$ cat src/rtl/sad_pkg.sv
// Shared types and defaults for the SAD result reorder buffer.
// Holds the FSM state enum, size defaults and the batch-size helper.
package sad_pkg;

    localparam int unsigned DEPTH_DEF  = 16;
    localparam int unsigned DATA_W_DEF = 16;

    typedef enum logic [1:0] {
        S_IDLE = 2'd0,
        S_RUN  = 2'd1,
        S_DONE = 2'd2
    } state_e;

    // A batch size of zero encodes a full batch of sixteen.
    function automatic logic [4:0] eff_num(input logic [4:0] n);
        return (n == 5'd0) ? 5'd16 : n;
    endfunction

endpackage

$ cat src/rtl/sad_result_reorder.sv
// Reorders out-of-order SAD results of a batch into index order.
// Ports: batch control, in_* accept side, out_* in-order side, status.
module sad_result_reorder
    import sad_pkg::*;
#(
    parameter int DEPTH  = DEPTH_DEF,
    parameter int DATA_W = DATA_W_DEF
) (
    input  logic              clk,
    input  logic              rst_n,
    input  logic              batch_start,
    input  logic [4:0]        batch_num,
    input  logic              in_valid,
    input  logic [4:0]        in_id,
    input  logic [DATA_W-1:0] in_data,
    output logic              in_ready,
    output logic              out_valid,
    input  logic              out_ready,
    output logic [3:0]        out_id,
    output logic [DATA_W-1:0] out_data,
    output logic              out_last,
    output logic              busy,
    output logic              batch_done,
    output logic              err_range,
    output logic              err_dup
);

    state_e            state_q, state_d;
    logic [4:0]        num_q, num_d;
    logic [DEPTH-1:0]  rcv_q, rcv_d;
    logic [DEPTH-1:0]  vld_q, vld_d;
    logic [3:0]        rd_ptr_q, rd_ptr_d;
    logic [4:0]        out_cnt_q, out_cnt_d;
    logic              err_range_q, err_range_d;
    logic              err_dup_q, err_dup_d;
    logic [DATA_W-1:0] slot_q [DEPTH];

    logic acc, bad_range, bad_dup, wr_en, hs;

    assign in_ready   = (state_q == S_RUN);
    assign busy       = (state_q != S_IDLE);
    assign batch_done = (state_q == S_DONE);
    assign err_range  = err_range_q;
    assign err_dup    = err_dup_q;

    assign out_valid = (state_q == S_RUN) && vld_q[rd_ptr_q];
    // Gate data/id so unreset slot contents never reach the outputs.
    assign out_id    = out_valid ? rd_ptr_q : 4'd0;
    assign out_data  = out_valid ? slot_q[rd_ptr_q] : '0;
    assign out_last  = out_valid && (out_cnt_q == num_q - 5'd1);

    assign acc       = in_valid && in_ready;
    assign bad_range = in_id[4] || (in_id >= num_q);
    // Received bits stay set after emission, so late repeats are dups too.
    assign bad_dup   = !bad_range && rcv_q[in_id[3:0]];
    assign wr_en     = acc && !bad_range && !bad_dup;
    assign hs        = out_valid && out_ready;

    always_comb begin
        state_d     = state_q;
        num_d       = num_q;
        rcv_d       = rcv_q;
        vld_d       = vld_q;
        rd_ptr_d    = rd_ptr_q;
        out_cnt_d   = out_cnt_q;
        err_range_d = err_range_q;
        err_dup_d   = err_dup_q;
        unique case (state_q)
            S_IDLE: begin
                if (batch_start) begin
                    state_d     = S_RUN;
                    num_d       = eff_num(batch_num);
                    rcv_d       = '0;
                    vld_d       = '0;
                    rd_ptr_d    = 4'd0;
                    out_cnt_d   = 5'd0;
                    err_range_d = 1'b0;
                    err_dup_d   = 1'b0;
                end
            end
            S_RUN: begin
                if (acc && bad_range) err_range_d = 1'b1;
                if (acc && bad_dup)   err_dup_d   = 1'b1;
                if (wr_en) begin
                    rcv_d[in_id[3:0]] = 1'b1;
                    vld_d[in_id[3:0]] = 1'b1;
                end
                // Write and read slots differ whenever both fire.
                if (hs) begin
                    vld_d[rd_ptr_q] = 1'b0;
                    rd_ptr_d        = rd_ptr_q + 4'd1;
                    out_cnt_d       = out_cnt_q + 5'd1;
                    if (out_last) state_d = S_DONE;
                end
            end
            S_DONE: state_d = S_IDLE;
            default: state_d = S_IDLE;
        endcase
    end

    always_ff @(posedge clk or negedge rst_n) begin
        if (!rst_n) begin
            state_q     <= S_IDLE;
            num_q       <= 5'd16;
            rcv_q       <= '0;
            vld_q       <= '0;
            rd_ptr_q    <= 4'd0;
            out_cnt_q   <= 5'd0;
            err_range_q <= 1'b0;
            err_dup_q   <= 1'b0;
        end else begin
            state_q     <= state_d;
            num_q       <= num_d;
            rcv_q       <= rcv_d;
            vld_q       <= vld_d;
            rd_ptr_q    <= rd_ptr_d;
            out_cnt_q   <= out_cnt_d;
            err_range_q <= err_range_d;
            err_dup_q   <= err_dup_d;
        end
    end

    always_ff @(posedge clk) begin
        if (wr_en) slot_q[in_id[3:0]] <= in_data;
    end

endmodule

$ cat config.mk
export PLATFORM = sky130hd
export DESIGN_NAME = sad_result_reorder
export DESIGN_NICKNAME = d
export VERILOG_FILES = /design/src/rtl/sad_pkg.sv /design/src/rtl/sad_result_reorder.sv
export SDC_FILE = /design/constraint.sdc
export NUM_CORES = 1
export LEC_CHECK = 0
export ABC_AREA = 1
export BUFFER_PORTS_ARGS = -buffer_cell sky130_fd_sc_hd__buf_2
export CELL_PAD_IN_SITES_DETAIL_PLACEMENT = 1
export CELL_PAD_IN_SITES_GLOBAL_PLACEMENT = 1
export CORE_UTILIZATION = 30
export DETAILED_ROUTE_END_ITERATION = 8
export PLACE_DENSITY_LB_ADDON = 0.1
export SLEW_MARGIN = 20
export SYNTH_ARGS = -nofsm -noshare
export SYNTH_HDL_FRONTEND = slang
export SYNTH_SLANG_ARGS = --single-unit
$ cat constraint.sdc
create_clock -name clk -period 3.4 [get_ports clk]
set_input_delay 0.85 -clock clk [delete_from_list [all_inputs] [get_ports clk]]
set_output_delay 0.85 -clock clk [all_outputs]
set_load 0.03 [all_outputs]
==> results.py, run 1 <==
metrics = {
    "hold_path": {
        "min_path_type": "in2async",
    },
    "die": {
        "rows": 77,
        "die_h_um": 214,
        "design.portCount": 58,
        "start_util": 0.304,
        "fp.coreArea_um2": 44200,
        "die_w_um": 214,
        "die-area_um2": 45700,
    },
    "synthesis": {
        "ys_seq_area_frac": 0.664,
        "synth_fa_ha_area_frac": 0.0102,
        "synth_top_area_share": 0.571,
        "synth_top_family_by_area": "simple AND/OR/NAND/NOR gates",
        "ys_ff_latch": 306,
        "synth.largest_area_cell": "edfxtp_1",
        "yosysMostFrequentCell": "nand2_1",
        "synth_commonest_cells": "344 x nand2_1, 256 x edfxtp_1, 97 x a21oi_1",
        "yosys_warnings": 0,
        "yosys.area_share.xor_xnor": 0.00651,
        "syn_inst": 1223,
        "syn-cell-area_um2": 13500,
        "async_flop_share": 0.163,
        "synth_compound_area_frac": 0.113,
        "synth_ff_type": "edfxtp_1",
        "syn_nets": 1265,
        "yosys-top-cells-area": "edfxtp_1 57%, nand2_1 9.6%, dfrtp_1 9.1%",
        "synthMuxAreaShare": 0,
        "synth.distinct_cells": 36,
        "synth-simple-area-share": 0.156,
        "synth-edff-count": 256,
        "syn_area_per_cell_um2": 11.0,
    },
    "clock_network": {
        "cts_root_buf": "clkbuf_16",
        "cts_htree_levels": 2,
        "worstSkewPairLatency_ns": 0.56,
        "cts_sinks": 306,
        "numCtsBuffers": 38,
        "cts_buffer_depth": 3,
        "clkTransAtPathRegs_ns": 0.06,
        "cts_tree": "yes",
    },
    "global_route": {
        "grt_pass1_wl_um": 67300,
        "grt_pass1_vias": 9922,
        "grt_start_max_net_pins": 51,
        "antenna_found_initial": 3,
        "grt_overflow": 0,
        "track_usage": 0.205,
    },
    "power_and_ir_drop": {
        "peakVddDrop_uv": 320,
        "p_leak_uw": 0.00657,
        "power_per_cell_area_nw_per_um2": 883,
    },
    "detailed_routing": {
        "drc": 0,
        "drt_iter0_drc": 502,
        "first_pass_iters": 4,
        "ant_nets": 0,
        "wl_per_cell_um": 24.0,
        "num_vias": 9685,
        "routed_wl_um": 46500,
        "drt-vias-per-instance": 5.01,
    },
    "finish": {
        "fin_nets": 1359,
        "fill_cells": 4759,
        "multi_input_area_um2": 4110,
        "drive_gt1_frac": 0.182,
        "regArea_um2": 8940,
        "design_area_um2": 16900,
        "synthToLayoutAreaGrowth_pct": 25.7,
        "fin_util": 0.383,
    },
    "placed_design": {
        "port_buffers": 57,
        "hpwlAfterDp_um": 26600,
        "dpl_cell_area_um2": 14900,
        "routabilityCongestion": 0.768,
    },
    "worst_setup_path": {
        "worstSetupEndpointType": "output pin",
        "r2r_slack_ns": 0.76,
        "arrival_ns": 2.52,
        "start_kind": "register",
        "required_ns": 2.55,
        "path_max_fanout": 19,
        "worst-setup-path-type": "reg2out",
    },
    "timing": {
        "finalHoldViolCount": 0,
        "finClkSkew_ns": 0.0162,
        "setup_violations": 0,
        "fmax_mhz": 297,
        "hold-worst-slack_ns": 0.297,
        "drv_slew": 0,
        "worst_slew_pin_slew_ns": 0.654,
        "period_needed_ns": 3.37,
        "rsz0062_at_grt": "yes",
        "maxSlewHeadroom": 0.560,
        "min_period_over_period": 0.990,
    },
    "outcome": {
        "outcome": "completed",
    },
    "job": {
        "maxCapViolCount": 0,
    },
}
==> worst max-delay path: stages, from the launching register on <==
cell       delay [ns]
dfrtp_4          0.58
buf_12           0.18
buf_6            0.14
clkbuf_16        0.20
a21oi_2          0.13
a22oi_1          0.10
o31ai_2          0.38
nor3_4           0.08
buf_6            0.15
==> state kept, by name, indices dropped and copies added (netlist names) <==
register   flops
err_dup        1
err_range      1
num_q          5
out_cnt_q      5
rcv_q         16
rd_ptr_q       4
slot_q       256
state_q        2
vld_q         16
==> final timing paths <==
path | from | to | cells after the start
max in group asynchronous | rst_n | num_q[4]$_DFFE_PN1P_ | 2
setup / recovery | rd_ptr_q[0]$_DFFE_PN0P_ | out_data[3] | 8
hold / removal | rst_n | vld_q[6]$_DFFE_PN0P_ | 2
hold reg to reg | vld_q[11]$_DFFE_PN0P_ | vld_q[11]$_DFFE_PN0P_ | 2
setup reg to reg | num_q[4]$_DFFE_PN1P_ | slot_q[7][10]$_DFFE_PP_ | 11
min in group clk | vld_q[11]$_DFFE_PN0P_ | vld_q[11]$_DFFE_PN0P_ | 2
==> per-layer routing <==
layer,vias up,GRT usage,part of all wire
met2,142,0.340,0.48
met4,0,0.0441,0.018
met1,4971,0.281,0.46
li1,4521,-,-
met5,-,0,0
met3,51,0.0325,0.034
==> power breakdown <==
part           internal, uW  switching, uW  total (uW)
clock                  2570           1620        4190
combinational          2240           4020        6260
sequential             4310            167        4480
==> stage by stage <==
step,setup slack [ns],total power [uW],TNS (ns),cells
final,0.0324,14900,0,1935
after global routing,-0.0441,15700,-0.172,1934
after CTS,-0.00608,14100,-0.00608,1927
after detailed placement,0.105,9330,0,1854
after global placement,0.0806,9310,0,1854
after floorplan,0.501,7700,0,1223
==> kinds of logic after synthesis <==
group           after synthesis
flops                       306
simple gates                498
buf+inv                     157
xor+xnor                     10
compound gates              241
fa+ha+maj                    11
==> placed cells by master, fill, tap and decap left out, types with 4 or more instances in the layout <==
cell type	n
a22oi_1	30
nand4_1	21
a21oi_1	94
buf_12	29
ha_1	11
xor2_1	6
buf_2	38
dfrtp_1	47
buf_4	25
nor2_2	7
clkbuf_1	5
bufinv_16	6
a32o_1	32
buf_16	5
nor3_4	13
nand2_1	342
o21ai_2	7
inv_1	79
xnor2_1	4
clkinv_2	6
buf_6	20
clkinv_1	6
clkbuf_16	43
edfxtp_1	256
o31ai_2	7
nor2_1	35
nand3_1	67
o21ai_0	33
o21ai_1	21
o31ai_1	6
==> timing repair <==
item,in CTS,in global routing
buffers inserted,4,4
pin swaps,3,16
resized for setup,45,87
endpoints found under the hold margin,0,0
cloned,4,7
endpoints found under the setup margin,21,18
hold buffers,0,0
==> final cells by class <==
cell class              count  area share
diodes                      1    0.000148
clock buffers              45      0.0596
clock inverters            20      0.0155
inverters                  85      0.0206
multi-input cells         760       0.243
flip-flops and latches    306       0.529
well taps                 592      0.0438
repair buffers            123      0.0864
repair inverters            3     0.00244
Note: power is estimated with default switching activity, not from simulation.
==> run 2, diff against run 1 <==
CORE_UTILIZATION = 50   (was 30)
==> results.py, run 2 (synthesis results as in run 1) <==
metrics = {
    "job": {
        "maxCapViolCount": 0,
    },
    "clock_network": {
        "cts_sinks": 306,
        "cts_buffer_depth": 3,
        "cts_hold_buf": 0,
        "cts_root_buf": "clkbuf_16",
        "cts_htree_levels": 2,
        "clkTransAtPathRegs_ns": 0.06,
        "worstSkewPairLatency_ns": 0.53,
        "numCtsBuffers": 34,
        "cts_tree": "yes",
    },
    "finish": {
        "synthToLayoutAreaGrowth_pct": 20.2,
        "final_cells": 1676,
        "largest_register_ffs": 256,
        "drive_gt1_frac": 0.180,
        "fin_util": 0.617,
        "fin_nets": 1357,
        "mostFrequentLayoutCells": "338 x nand2_1, 256 x edfxtp_1, 96 x a21oi_1",
        "final_common_cell": "nand2_1",
    },
    "placed_design": {
        "routabilityCongestion": 0.844,
        "hpwlAfterDp_um": 25700,
        "dpl_worst_slack_ns": 0.277,
        "placed_cells_incl_taps": 1599,
        "port_buffers": 57,
    },
    "timing": {
        "finalHoldViolCount": 0,
        "maxSlewHeadroom": 0.550,
        "worst_slew_pin_slew_ns": 0.675,
        "fmax_mhz": 293,
        "rsz0062_at_grt": "yes",
        "setup_slack_ns": -0.0174,
        "period_needed_ns": 3.42,
        "drv_slew": 0,
        "finClkSkew_ns": 0.0209,
        "setup_violations": 4,
        "min_period_over_period": 1.01,
    },
    "power_and_ir_drop": {
        "p_clk_frac": 0.255,
        "pwr-share-comb": 0.426,
        "cellInternalPower_uw": 8400,
        "power_per_cell_area_nw_per_um2": 864,
        "p_switching_uw": 5590,
        "switching_share": 0.400,
        "peakVddDrop_uv": 421,
        "p_leak_uw": 0.00643,
        "seq_power_share": 0.319,
    },
    "detailed_routing": {
        "ant_nets": 0,
        "first_pass_iters": 9,
        "drt-vias-per-instance": 6.14,
        "routed_wl_um": 43600,
        "num_vias": 10300,
        "wl_per_cell_um": 26.0,
        "drt_iter0_drc": 986,
        "drc": 6,
    },
    "worst_setup_path": {
        "worstSetupEndpointType": "output pin",
        "worst-setup-path-type": "reg2out",
        "required_ns": 2.55,
        "rr_worst_depth": 11,
        "r2r-start": "num_q[4]$_DFFE_PN1P_",
        "arrival_ns": 2.57,
        "r2r_end": "slot_q[10][8]$_DFFE_PP_",
        "start_kind": "register",
        "path_max_fanout": 5,
        "r2r_slack_ns": 0.74,
    },
    "global_route": {
        "track_usage": 0.313,
        "antenna_found_initial": 2,
        "grt_start_max_net_pins": 45,
        "grt_overflow": 0,
        "grt_pass1_wl_um": 64200,
        "grt_pass1_vias": 10600,
    },
    "die": {
        "start_util": 0.514,
        "rows": 59,
        "fp.coreArea_um2": 26200,
        "design.portCount": 58,
        "die-area_um2": 27600,
        "die_w_um": 166,
        "die_h_um": 166,
    },
    "outcome": {
        "violations": "DRC, setup timing",
        "outcome": "finished, violations left",
    },
    "hold_path": {
        "min_path_type": "in2async",
    },
}
[run 2: cell types whose count changed in the layout (fill, tap and decap cells not counted), moves of 4 or more]
cell and change:
buf_4 +19, buf_6 -7, buf_12 -13, nand2_1 -4
clkbuf_16 -7, o21ai_1 -4, bufinv_16 -4, o21ai_0 +5
[run 2: per-stage QoR]
stage | hold WS [ns] | power (uW) | setup TNS [ns] | instance area (um2)
after global placement | 0.461 | 9070 | 0 | 14500
after global routing | 0.403 | 14500 | -0.787 | 16200
after detailed placement | 0.466 | 9250 | 0 | 14500
after floorplan | 0.449 | 7700 | 0 | 13500
final | 0.373 | 14000 | -0.0450 | 16200
after CTS | 0.372 | 13200 | -0.0132 | 15800
[run 2: repair_timing]
item | CTS | global route
pin swaps | 3 | 18
cloned | 4 | 4
setup endpoints to repair | 21 | 16
setup buffers | 6 | 3
resized for setup | 21 | 87
[run 2: layer usage]
metal | vias up | wire (um) | share of wire | track usage
li1 | 4502 | - | - | -
met1 | 5239 | 18000 | 0.41 | 0.414
met2 | 450 | 21300 | 0.49 | 0.522
met3 | 101 | 2930 | 0.067 | 0.0505
met4 | 0 | 1430 | 0.033 | 0.114
met5 | - | 0 | 0 | 0
[run 2: final cells by class]
class,instances,area [um2]
clock inverter,18,164
clock buffer,42,902
multi-input combinational,760,4080
sequential,306,8940
inverter,85,349
tap,335,419
timing repair inverter,3,28.8
timing repair buffer,125,1280
antenna,2,5.00
fill,2692,10000
[run 2: how the worst max path moves through the flow]
stage	startpoint	endpoint	slack [ns]
floorplan	rd_ptr_q[1]$_DFFE_PN0P_	out_data[12]	0.50
global placement	rd_ptr_q[0]$_DFFE_PN0P_	out_data[12]	0.36
detailed placement	rd_ptr_q[0]$_DFFE_PN0P_	out_data[12]	0.28
CTS	rd_ptr_q[1]$_DFFE_PN0P_	out_data[12]	-0.01
global route	rd_ptr_q[0]$_DFFE_PN0P_	out_data[7]	-0.1
finish	rd_ptr_q[0]$_DFFE_PN0P_	out_data[10]	-0.02
[run 2: critical path, stage by stage (launching register included)]
cell	delay, ns
dfrtp_4	0.50
buf_8	0.16
buf_6	0.12
nand2_4	0.06
nand3_2	0.06
nand2_1	0.08
nand2_1	0.06
nand2_2	0.09
nor2_4	0.07
nor2_8	0.26
inv_6	0.13
nor3_4	0.27
buf_6	0.17
[run 2: power by group through the flow]
stage / clock network, uW / registers [uW] / logic, uW
after CTS: 3590 / 4490 / 5130
after detailed placement: 0 / 4560 / 4690
after global routing: 3730 / 4490 / 6320
after floorplan: 0 / 4490 / 3220
after global placement: 0 / 4550 / 4530
final: 3560 / 4460 / 5960
==> run 3, diff against run 2 <==
CORE_UTILIZATION = 40   (was 50)
==> results.py, run 3 (synthesis results as in run 1) <==
metrics = {
    "worst_setup_path": {
        "required_ns": 2.55,
        "r2r-start": "num_q[4]$_DFFE_PN1P_",
        "worst-setup-path-type": "reg2out",
        "r2r_end": "slot_q[7][9]$_DFFE_PP_",
        "slowest_delay_ns": 0.57,
        "path_max_fanout": 27,
        "cp_cell_sequence": "inv_8 -> buf_16 -> nand2_1 -> a32o_1 -> nand2_1 -> o21ai_1 -> nor3_2 -> buf_2",
        "crit_slowest_cell": "dfrtp_4",
        "worstSetupEndpointType": "output pin",
        "critPathBufInv": 3,
        "crit_family": "buffers and inverters",
        "start_kind": "register",
        "arrival_ns": 2.51,
        "r2r_slack_ns": 0.84,
        "rr_worst_depth": 10,
        "critical_path.most_common_cell": "nand2_1",
    },
    "global_route": {
        "grt_start_max_net_pins": 63,
        "grt_pass1_wl_um": 63900,
        "antenna_found_initial": 5,
        "track_usage": 0.255,
        "grt_overflow": 0,
        "grt_pass1_vias": 10100,
    },
    "clock_network": {
        "cts_tree": "yes",
        "cts_htree_levels": 2,
        "cts_sinks": 306,
        "cts_buffer_depth": 3,
        "worstSkewPairLatency_ns": 0.52,
        "cts_root_buf": "clkbuf_16",
        "clkTransAtPathRegs_ns": 0.06,
        "numCtsBuffers": 36,
    },
    "die": {
        "die_w_um": 185,
        "start_util": 0.411,
        "fp.coreArea_um2": 32800,
        "design.portCount": 58,
        "rows": 66,
        "die_h_um": 185,
        "die-area_um2": 34400,
    },
    "finish": {
        "fin_nets": 1342,
        "regArea_um2": 8940,
        "synthToLayoutAreaGrowth_pct": 19.1,
        "mostFrequentLayoutCells": "342 x nand2_1, 256 x edfxtp_1, 97 x a21oi_1",
        "drive_gt1_frac": 0.161,
        "final_cells": 1770,
        "design_area_um2": 16000,
        "final_common_cell": "nand2_1",
        "fin_util": 0.489,
        "fill_cells": 3503,
        "multi_input_area_um2": 3940,
        "largest_register_ffs": 256,
    },
    "hold_path": {
        "hold_depth": 2,
        "hold_path_startpoint": "vld_q[10]$_DFFE_PN0P_",
        "min_path_type": "reg2reg",
        "min_to": "vld_q[10]$_DFFE_PN0P_",
    },
    "power_and_ir_drop": {
        "switching_share": 0.382,
        "cellInternalPower_uw": 8410,
        "power_per_cell_area_nw_per_um2": 849,
        "peakVddDrop_uv": 438,
        "p_clk_frac": 0.289,
        "p_leak_uw": 0.00634,
        "pwr-share-comb": 0.382,
        "p_switching_uw": 5190,
        "power_uw": 13600,
        "seq_power_share": 0.329,
    },
    "placed_design": {
        "routabilityCongestion": 0.787,
        "port_buffers": 57,
        "hpwlAfterDp_um": 24700,
        "placed_cells_incl_taps": 1698,
        "dpl_cell_area_um2": 14600,
    },
    "timing": {
        "finClkSkew_ns": 0.0235,
        "finalHoldViolCount": 0,
        "maxSlewHeadroom": 0.358,
        "drv_slew": 0,
        "setup_violations": 0,
        "min_period_over_period": 0.989,
        "fmax_mhz": 297,
        "worst_slew_pin_slew_ns": 0.964,
        "period_needed_ns": 3.36,
        "rsz0062_at_grt": "yes",
        "setup_tns_ns": 0,
    },
    "detailed_routing": {
        "drt_iter0_drc": 607,
        "num_vias": 9759,
        "drc": 0,
        "wl_per_cell_um": 23.8,
        "drt-vias-per-instance": 5.51,
        "first_pass_iters": 5,
        "ant_nets": 0,
        "routed_wl_um": 42200,
    },
    "job": {
        "maxCapViolCount": 0,
    },
    "outcome": {
        "outcome": "completed",
    },
}
==> run 3: cell count changes in the layout (fill, tap and decap cells not counted), sizes merged <==
| cell | delta |
|---|---|
| bufinv | +2 |
| clkinvlp | +1 |
| buf | -17 |
| inv | +1 |
| diode | -1 |
| clkinv | -7 |
| clkbuf | +8 |
==> run 3: what timing repair did <==
action / CTS / global route
resized for setup: 24 / 24
cloned: 4 / 0
endpoints found under the setup margin: 21 / 20
hold buffers: 0 / 0
setup buffers: 1 / 1
pin swaps: 2 / 1
==> run 3: per-stage QoR <==
stage	hold WS [ns]	setup slack (ns)
floorplan	0.449	0.501
global placement	0.463	0.314
detailed placement	0.469	0.272
CTS	0.483	-0.0212
global route	0.507	-0.0333
finish	0.483	0.0362
==> run 3: worst min-delay path: stages, from the launching register on <==
cell,delay [ns]
dfrtp_1,0.34
nand2_1,0.05
nand2_1,0.05
==> run 3: final cells by class <==
class	instances	area share
clock buffers	48	0.0621
repair buffers	110	0.0654
clock inverters	17	0.0130
inverters	85	0.0211
multi-input cells	760	0.245
flip-flops and latches	306	0.558
repair inverters	1	0.000390
diodes	1	0.000156
well taps	442	0.0345
==> run 3: power groups by stage <==
stage               Sequential, uW  Clock, uW  Combinational [uW]
floorplan                     4490          0                3220
global placement              4540          0                4670
detailed placement            4550          0                4730
CTS                           4470       4000                5090
global route                  4500       4140                5660
finish                        4470       3930                5200
==> run 3: per-layer routing <==
layer	track usage	vias to the layer above	wire, um
met2	0.411	265	19800
met4	0.0853	2	1260
met5	0	-	12
li1	-	4476	-
met3	0.0381	76	2090
met1	0.352	4940	19000
==> run 3: worst max path at each step <==
stage	start	endpoint	slack [ns]	cells past startpoint
final	rd_ptr_q[0]$_DFFE_PN0P_	out_data[10]	0.04	8
after CTS	rd_ptr_q[0]$_DFFE_PN0P_	out_data[3]	-0.02	9
after global placement	in_id[0]	slot_q[7][7]$_DFFE_PP_	0.31	12
after detailed placement	in_id[0]	slot_q[7][7]$_DFFE_PP_	0.27	12
after floorplan	rd_ptr_q[1]$_DFFE_PN0P_	out_data[12]	0.50	11
after global routing	rd_ptr_q[0]$_DFFE_PN0P_	out_data[3]	-0.03	12
